--- src/rtl/pc_sequencer.sv ---
// pc_sequencer: instruction-sequencing controller for the KGP_MiniRISC core.
// Owns the architectural PC and runs a FETCH -> EXEC -> UPDATE loop. The
// branching_mechanism is combinational: in UPDATE it sees bm_pc/bm_branch_ctl
// and returns bm_target, which is committed as the next PC for taken branches.
// Optional feature macro: PC_SEQ_RETIRE_CNT_EN (retired-instruction counter).
module pc_sequencer #(
    parameter int                  PC_WIDTH = 32,
    parameter logic [PC_WIDTH-1:0] RESET_PC = '0,
    parameter logic [PC_WIDTH-1:0] PC_STEP  = 1
) (
    input  logic                clk,
    input  logic                rst,
    input  logic                start,
    input  logic                stall,
    output logic                imem_req,
    output logic [PC_WIDTH-1:0] imem_addr,
    input  logic                imem_ack,
    input  logic [31:0]         imem_rdata,
    output logic [31:0]         instr_out,
    output logic                instr_valid,
    input  logic                exec_done,
    input  logic                halt_req,
    input  logic [2:0]          branch_ctl_in,
    output logic [PC_WIDTH-1:0] bm_pc,
    output logic [2:0]          bm_branch_ctl,
    input  logic [PC_WIDTH-1:0] bm_target,
    output logic [PC_WIDTH-1:0] pc,
    output logic                running,
    output logic                halted,
    output logic [31:0]         retire_count
);

    typedef enum logic [2:0] {
        ST_IDLE   = 3'd0,
        ST_FETCH  = 3'd1,
        ST_EXEC   = 3'd2,
        ST_UPDATE = 3'd3,
        ST_HALTED = 3'd4
    } state_t;

    state_t              state_reg, state_next;
    logic [PC_WIDTH-1:0] pc_reg, pc_next;
    logic [31:0]         instr_reg, instr_next;
    logic                instr_valid_reg, instr_valid_next;
    logic [2:0]          bctl_reg, bctl_next;

    // State, PC, latched instruction and branch control registers
    always_ff @(posedge clk) begin
        if (rst) begin
            state_reg       <= ST_IDLE;
            pc_reg          <= RESET_PC;
            instr_reg       <= '0;
            instr_valid_reg <= 1'b0;
            bctl_reg        <= 3'b000;
        end else begin
            state_reg       <= state_next;
            pc_reg          <= pc_next;
            instr_reg       <= instr_next;
            instr_valid_reg <= instr_valid_next;
            bctl_reg        <= bctl_next;
        end
    end

    // Next-state and datapath updates; inputs are only looked at in their own state
    always_comb begin
        state_next       = state_reg;
        pc_next          = pc_reg;
        instr_next       = instr_reg;
        instr_valid_next = 1'b0;
        bctl_next        = bctl_reg;
        case (state_reg)
            ST_IDLE: begin
                if (start) state_next = ST_FETCH;
            end
            ST_FETCH: begin
                // An ack only counts while the request is actually asserted
                if (!stall && imem_ack) begin
                    instr_next       = imem_rdata;
                    instr_valid_next = 1'b1;
                    state_next       = ST_EXEC;
                end
            end
            ST_EXEC: begin
                if (exec_done) begin
                    // HALT wins over any branch type, so bm_branch_ctl stays clear
                    if (halt_req) begin
                        state_next = ST_HALTED;
                    end else begin
                        bctl_next  = branch_ctl_in;
                        state_next = ST_UPDATE;
                    end
                end
            end
            ST_UPDATE: begin
                // Target is taken as-is; sequential increment wraps modulo 2^PC_WIDTH
                pc_next    = (bctl_reg != 3'b000) ? bm_target : pc_reg + PC_STEP;
                bctl_next  = 3'b000;
                state_next = ST_FETCH;
            end
            ST_HALTED: begin
                state_next = ST_HALTED;
            end
            default: begin
                state_next = ST_IDLE;
            end
        endcase
    end

    // Output decode
    always_comb begin
        imem_req      = (state_reg == ST_FETCH) && !stall;
        imem_addr     = pc_reg;
        bm_pc         = pc_reg;
        pc            = pc_reg;
        bm_branch_ctl = bctl_reg;
        instr_out     = instr_reg;
        instr_valid   = instr_valid_reg;
        running       = (state_reg == ST_FETCH) || (state_reg == ST_EXEC) ||
                        (state_reg == ST_UPDATE);
        halted        = (state_reg == ST_HALTED);
    end

`ifdef PC_SEQ_RETIRE_CNT_EN
    logic [31:0] retire_reg;
    logic        retire_inc;

    // Every UPDATE retires an instruction; a HALT retires on its way into HALTED
    assign retire_inc = (state_reg == ST_UPDATE) ||
                        ((state_reg == ST_EXEC) && exec_done && halt_req);

    // Retired-instruction counter, wraps at 2^32
    always_ff @(posedge clk) begin
        if (rst) begin
            retire_reg <= '0;
        end else if (retire_inc) begin
            retire_reg <= retire_reg + 32'd1;
        end
    end

    assign retire_count = retire_reg;
`else
    assign retire_count = 32'd0;
`endif

endmodule

--- config.mk ---
export PLATFORM = sky130hd
export DESIGN_NAME = pc_sequencer
export DESIGN_NICKNAME = d
export VERILOG_FILES = /design/src/rtl/pc_sequencer.sv
export SDC_FILE = /design/constraint.sdc
export NUM_CORES = 1
export LEC_CHECK = 0
export ABC_CLOCK_PERIOD_IN_PS = 2000
export CORE_AREA = 2 2 97 136
export CTS_CLUSTER_DIAMETER = 100
export DETAILED_ROUTE_END_ITERATION = 8
export DIE_AREA = 0 0 99 138
export PLACE_DENSITY = 0.77
export SLEW_MARGIN = 20
export SYNTH_ARGS = -nofsm -noshare
export SYNTH_HDL_FRONTEND = slang
export SYNTH_SLANG_ARGS = --single-unit
--- constraint.sdc ---
create_clock -name clk -period 2 [get_ports clk]
set_input_delay 0.4 -clock clk [delete_from_list [all_inputs] [get_ports clk]]
set_output_delay 0.4 -clock clk [all_outputs]
set_load 0.005 [all_outputs]
Word level (Yosys, flattened, before mapping):

Cells that the tools add are included.

* div/mod/pow operators: 0
* mux-type cells: 10
* shift operators: 0
* add/subtract/negate cells: 1
* reductions and logical operators: 12
* eq/ne operators: 8
* bitwise logic cells: 1
* magnitude comparators: 0
* multiply operators: 0

Operators by type and width (count)
* $add 32x1->32 const B: 1
* $mux 32: 1
* $mux 3: 6
* $pmux 3 s5: 1
* $ne 2x2->1 const B: 4
* $eq 3x2->1 const B: 2
* $pmux 3 s2: 1
* $reduce_and 3->1: 2
* $eq 3x1->1 const B: 1
* $eq 3x3->1 const B: 1
* $logic_not 3->1: 1
* $reduce_bool 3->1: 1
* $logic_and 1x1->1: 2
* $logic_or 1x1->1: 2
* $reduce_and 2->1: 1
* $reduce_bool 2->1: 1
* $reduce_or 2->1: 1
* $logic_not 1->1: 1
* $mux 1: 1
* $not 1->1: 1

* memory bits (writable): 0
* output and inout bits: 167
* memories kept: 0
* logic and storage cells: 37
* latch bits: 0
* memory bits (read-only): 0
* input bits: 74
* register bits: 71

Longest topological paths before layout:

Gate-level depths: netlist of the first run.

* depth after elaboration: 4
* depth in mapped cells: 7
* gate-level depth less buffers: 5

Least setup slack after synthesis of the first run:

No wires, ideal clock.

* path kind: flip-flop to flip-flop
* start: reg pc_reg[0] (netlist: bm_pc[0])
* end: reg pc_reg[16] (netlist: bm_pc[16])
* arrival: 2068 ps
* clock period less this slack: 2142 ps
* slack: -142 ps
* path buffers: 0
* required time: 1926 ps
* setup time: 74 ps
* cell stages (with the launch flop): 6
* cell sequence: dfxtp_1 ha_1 nand4_4 or4_4 or4_1 a31oi_1

* cells in the longest elaborated chain, start to end: 2

RTL lines
* start: declaration: line 42 `logic [PC_WIDTH-1:0] pc_reg, pc_next;`
* start signal: assignment: line 57 `pc_reg <= pc_next;`
* $add 32x1->32: line 96 `pc_next = (bctl_reg != 3'b000) ? bm_target : pc_reg + PC_STEP;`
* $mux 32: line 96

No other way between the ends.
A chain may end at the register's enable or synchronous reset.

Worst setup path after layout of the first run:

Ends and elaborated chain as after synthesis.

==> out/metrics.cfg, run 1 <==
[global_routing]
grt_pass1_wl_mm=24.61
grt_antenna_before_repair=0
grt_max_degree=35
grtUsageTotal_pct=22.15
first_global_vias=4868
overflow=0

[synthesis]
synth_area_per_cell_um2=7.641
synthArstFlopShare_pct=0
yosys_register_bits=71
synth_most_common_cell=buf_4
yosysTopAreaCell=dfxtp_1
syn_inst=572
synthTopCellsByCount=buf_4, nand2_1, dfxtp_1, a21oi_1, clkbuf_1
seq_area_frac_synth_pct=32.52
synth_area_leaders=dfxtp_1, buf_4, nand2_1, a21oi_1, nor4_1
synth_top_area_share_pct=32.52
synth_edf_count=0
ys_types=58
synth-main-ff-cell=dfxtp_1
yosysWarningCount=0
syn-cell-area_um2=4370

[sta]
clock_skew_ns=0.005371
report.final.slew_viol_count=0
setup_viol=0
layout_min_cycle_time_ns=1.929
fin_crit_sh_pct=96.45
tightestPinTransition_ns=0.5169
fmax_ghz=0.5184
finalHoldViolations=0
final.setup.worst_slack_ns=0.07100
relSlewSlack_pct=65.44
rsz0062_at_grt=no

[worst_setup_path]
start_kind=flop
path_max_fanout=6
criticalPathCategory=flop to flop
critPathArrivalTime_ns=2.19
required_ns=2.26
cp-end-kind=flop

[clocking]
cts_tree=yes
clk_pin_slew_worst_paths_ns=0.06
clkLatencyLatePin_ns=0.34
cts_hold_buf=0
clock_path_buffers=2
post_cts_buffers=0
cts_root_buf=clkbuf_16
cts-buffers-inserted=9
clkSinkCount=71
htreeDepth=3

[floorplanning]
die_h_um=138
core-area_um2=12570
num_rows=49
start_util_pct=34.77
die_area_um2=13660
die_w_um=99
io_pins=241

[power]
pwr-share-clk_pct=42.6
ir_drop_uv=403.5
internal_power_mw=2.792
switching_power_uw=920.6
leakage_nw=2.373
swShare_pct=24.80
powerDensity_nw_per_um2=552.7
p_seq_share_pct=40.6
power.share.combinational_pct=16.7

[layout]
area_growth_pct=53.68
num_antenna_cells=0
utilization_pct=53.44
n_fill_cell=1153
drive_above_1_share_pct=13.74
finalInstanceArea_um2=6716
nNetsFinal=827

[placement]
dpl.hpwl_mm=11.61
dpl_cell_area_um2=6407
io_buffers=208
routabilityCongestion=0.9056
post-place-ws_ns=-0.06160

[drt]
vias_per_cell=5.378
dr.pass1.iters=5
post-route-drc-count=0
vias=4894
wire_per_inst_um=16.86
drtIter0Drc=302
routed_wl_mm=15.34
antenna_left=0

[status]
status=completed

[worst_hold_path]
hp-class=flop to flop

[job]
cap_violations=0

[area by class of cell]
cell class / count / area, µm² / share of cell area, %
multi-input combinational: 396 / 2227 / 33.16
clock inverter: 7 / 63.81 / 0.9501
clock buffer: 9 / 225.2 / 3.353
sequential: 71 / 1428 / 21.26
inverter: 4 / 15.01 / 0.2235
timing repair buffer: 270 / 2566 / 38.21
tap: 153 / 191.4 / 2.850
[power groups by stage]
stage               registers [mW]  logic [mW]  clock network, mW
floorplan                     1.55       0.278                  0
global placement              1.54       0.603                  0
detailed placement            1.54       0.616                  0
CTS                           1.51       0.619               1.60
global route                  1.52       0.669               1.68
finish                        1.51       0.621               1.58
[path summary, 6_finish.rpt]
kind                      start             to  slack (ns)  cells after the start
setup reg to reg       bm_pc[0]      bm_pc[16]        0.07                      5
hold reg to reg   instr_out[10]  instr_out[10]        0.46                      2
hold / removal    instr_out[10]  instr_out[10]        0.46                      2
setup / recovery       bm_pc[0]      bm_pc[16]        0.07                      5
[critical path, stage by stage (launching register included)]
cell     delay [ns]
dfxtp_2        0.35
ha_4           0.15
nand4_4        0.10
or4_4          0.58
or4_1          0.52
a31oi_1        0.15
[kinds of logic after synthesis]
logic type / Yosys count / share of synthesized area (%)
AO/OA/AOI/OAI: 133 / 19.44
adder cells (fa/ha/maj): 1 / 0.2862
buffers and inverters: 136 / 20.07
flip-flops: 71 / 32.52
other: 1 / 0.08580
AND/OR/NAND/NOR: 230 / 27.60
[cell usage in the layout (no fill, tap or decap), types with 3 or more instances in the layout]
cell / instances
nand3_1: 21
nor2_1: 20
a211oi_1: 5
clkdlybuf4s50_1: 206
o22ai_1: 4
nor4_1: 14
a22oi_1: 11
dfxtp_1: 66
a32oi_1: 4
a21o_1: 3
dfxtp_2: 5
nor4_2: 4
nand2b_1: 7
nor4bb_1: 3
inv_1: 4
or4_1: 8
and3_1: 7
clkinv_2: 5
clkbuf_16: 9
buf_4: 60
nor3_1: 10
a31oi_1: 7
conb_1: 32
and4_1: 5
o21ai_0: 12
a31o_2: 3
nand4_1: 9
and2_0: 3
nand2_1: 93
a21oi_1: 55
o211ai_1: 14
or3_1: 5
[through the flow]
| stage | hold slack (ns) | setup TNS (ns) | instances | power, mW |
|---|---|---|---|---|
| after floorplan | 0.4527 | 0 | 603 | 1.830 |
| after global placement | 0.4433 | 0 | 894 | 2.138 |
| after detailed placement | 0.4494 | -0.8219 | 894 | 2.155 |
| after CTS | 0.4580 | 0 | 910 | 3.731 |
| after global routing | 0.4702 | 0 | 910 | 3.869 |
| final | 0.4570 | 0 | 910 | 3.712 |
[metal layers]
layer / up-vias / GRT usage (%) / wire length (µm) / share of wire [%]
li1: 2297 / - / - / -
met1: 2312 / 24.32 / 5585 / 36
met2: 252 / 39.40 / 7957 / 52
met3: 33 / 6.168 / 1339 / 8.7
met4: 0 / 9.373 / 459 / 3.0
met5: - / 0 / 0 / 0
[what timing repair did]
action,in CTS,in global routing
resized for setup,3,4
setup endpoints to repair,1,10
pin swaps,0,1
hold endpoints to repair,0,0
Power figures use the tool's default switching activity.
==> inputs of run 2 (changes only) <==
Settings changed: CAP_MARGIN set to 20.
==> results of run 2 <==
Same layout as run 1: the final DEF is identical, and so are final timing and power.
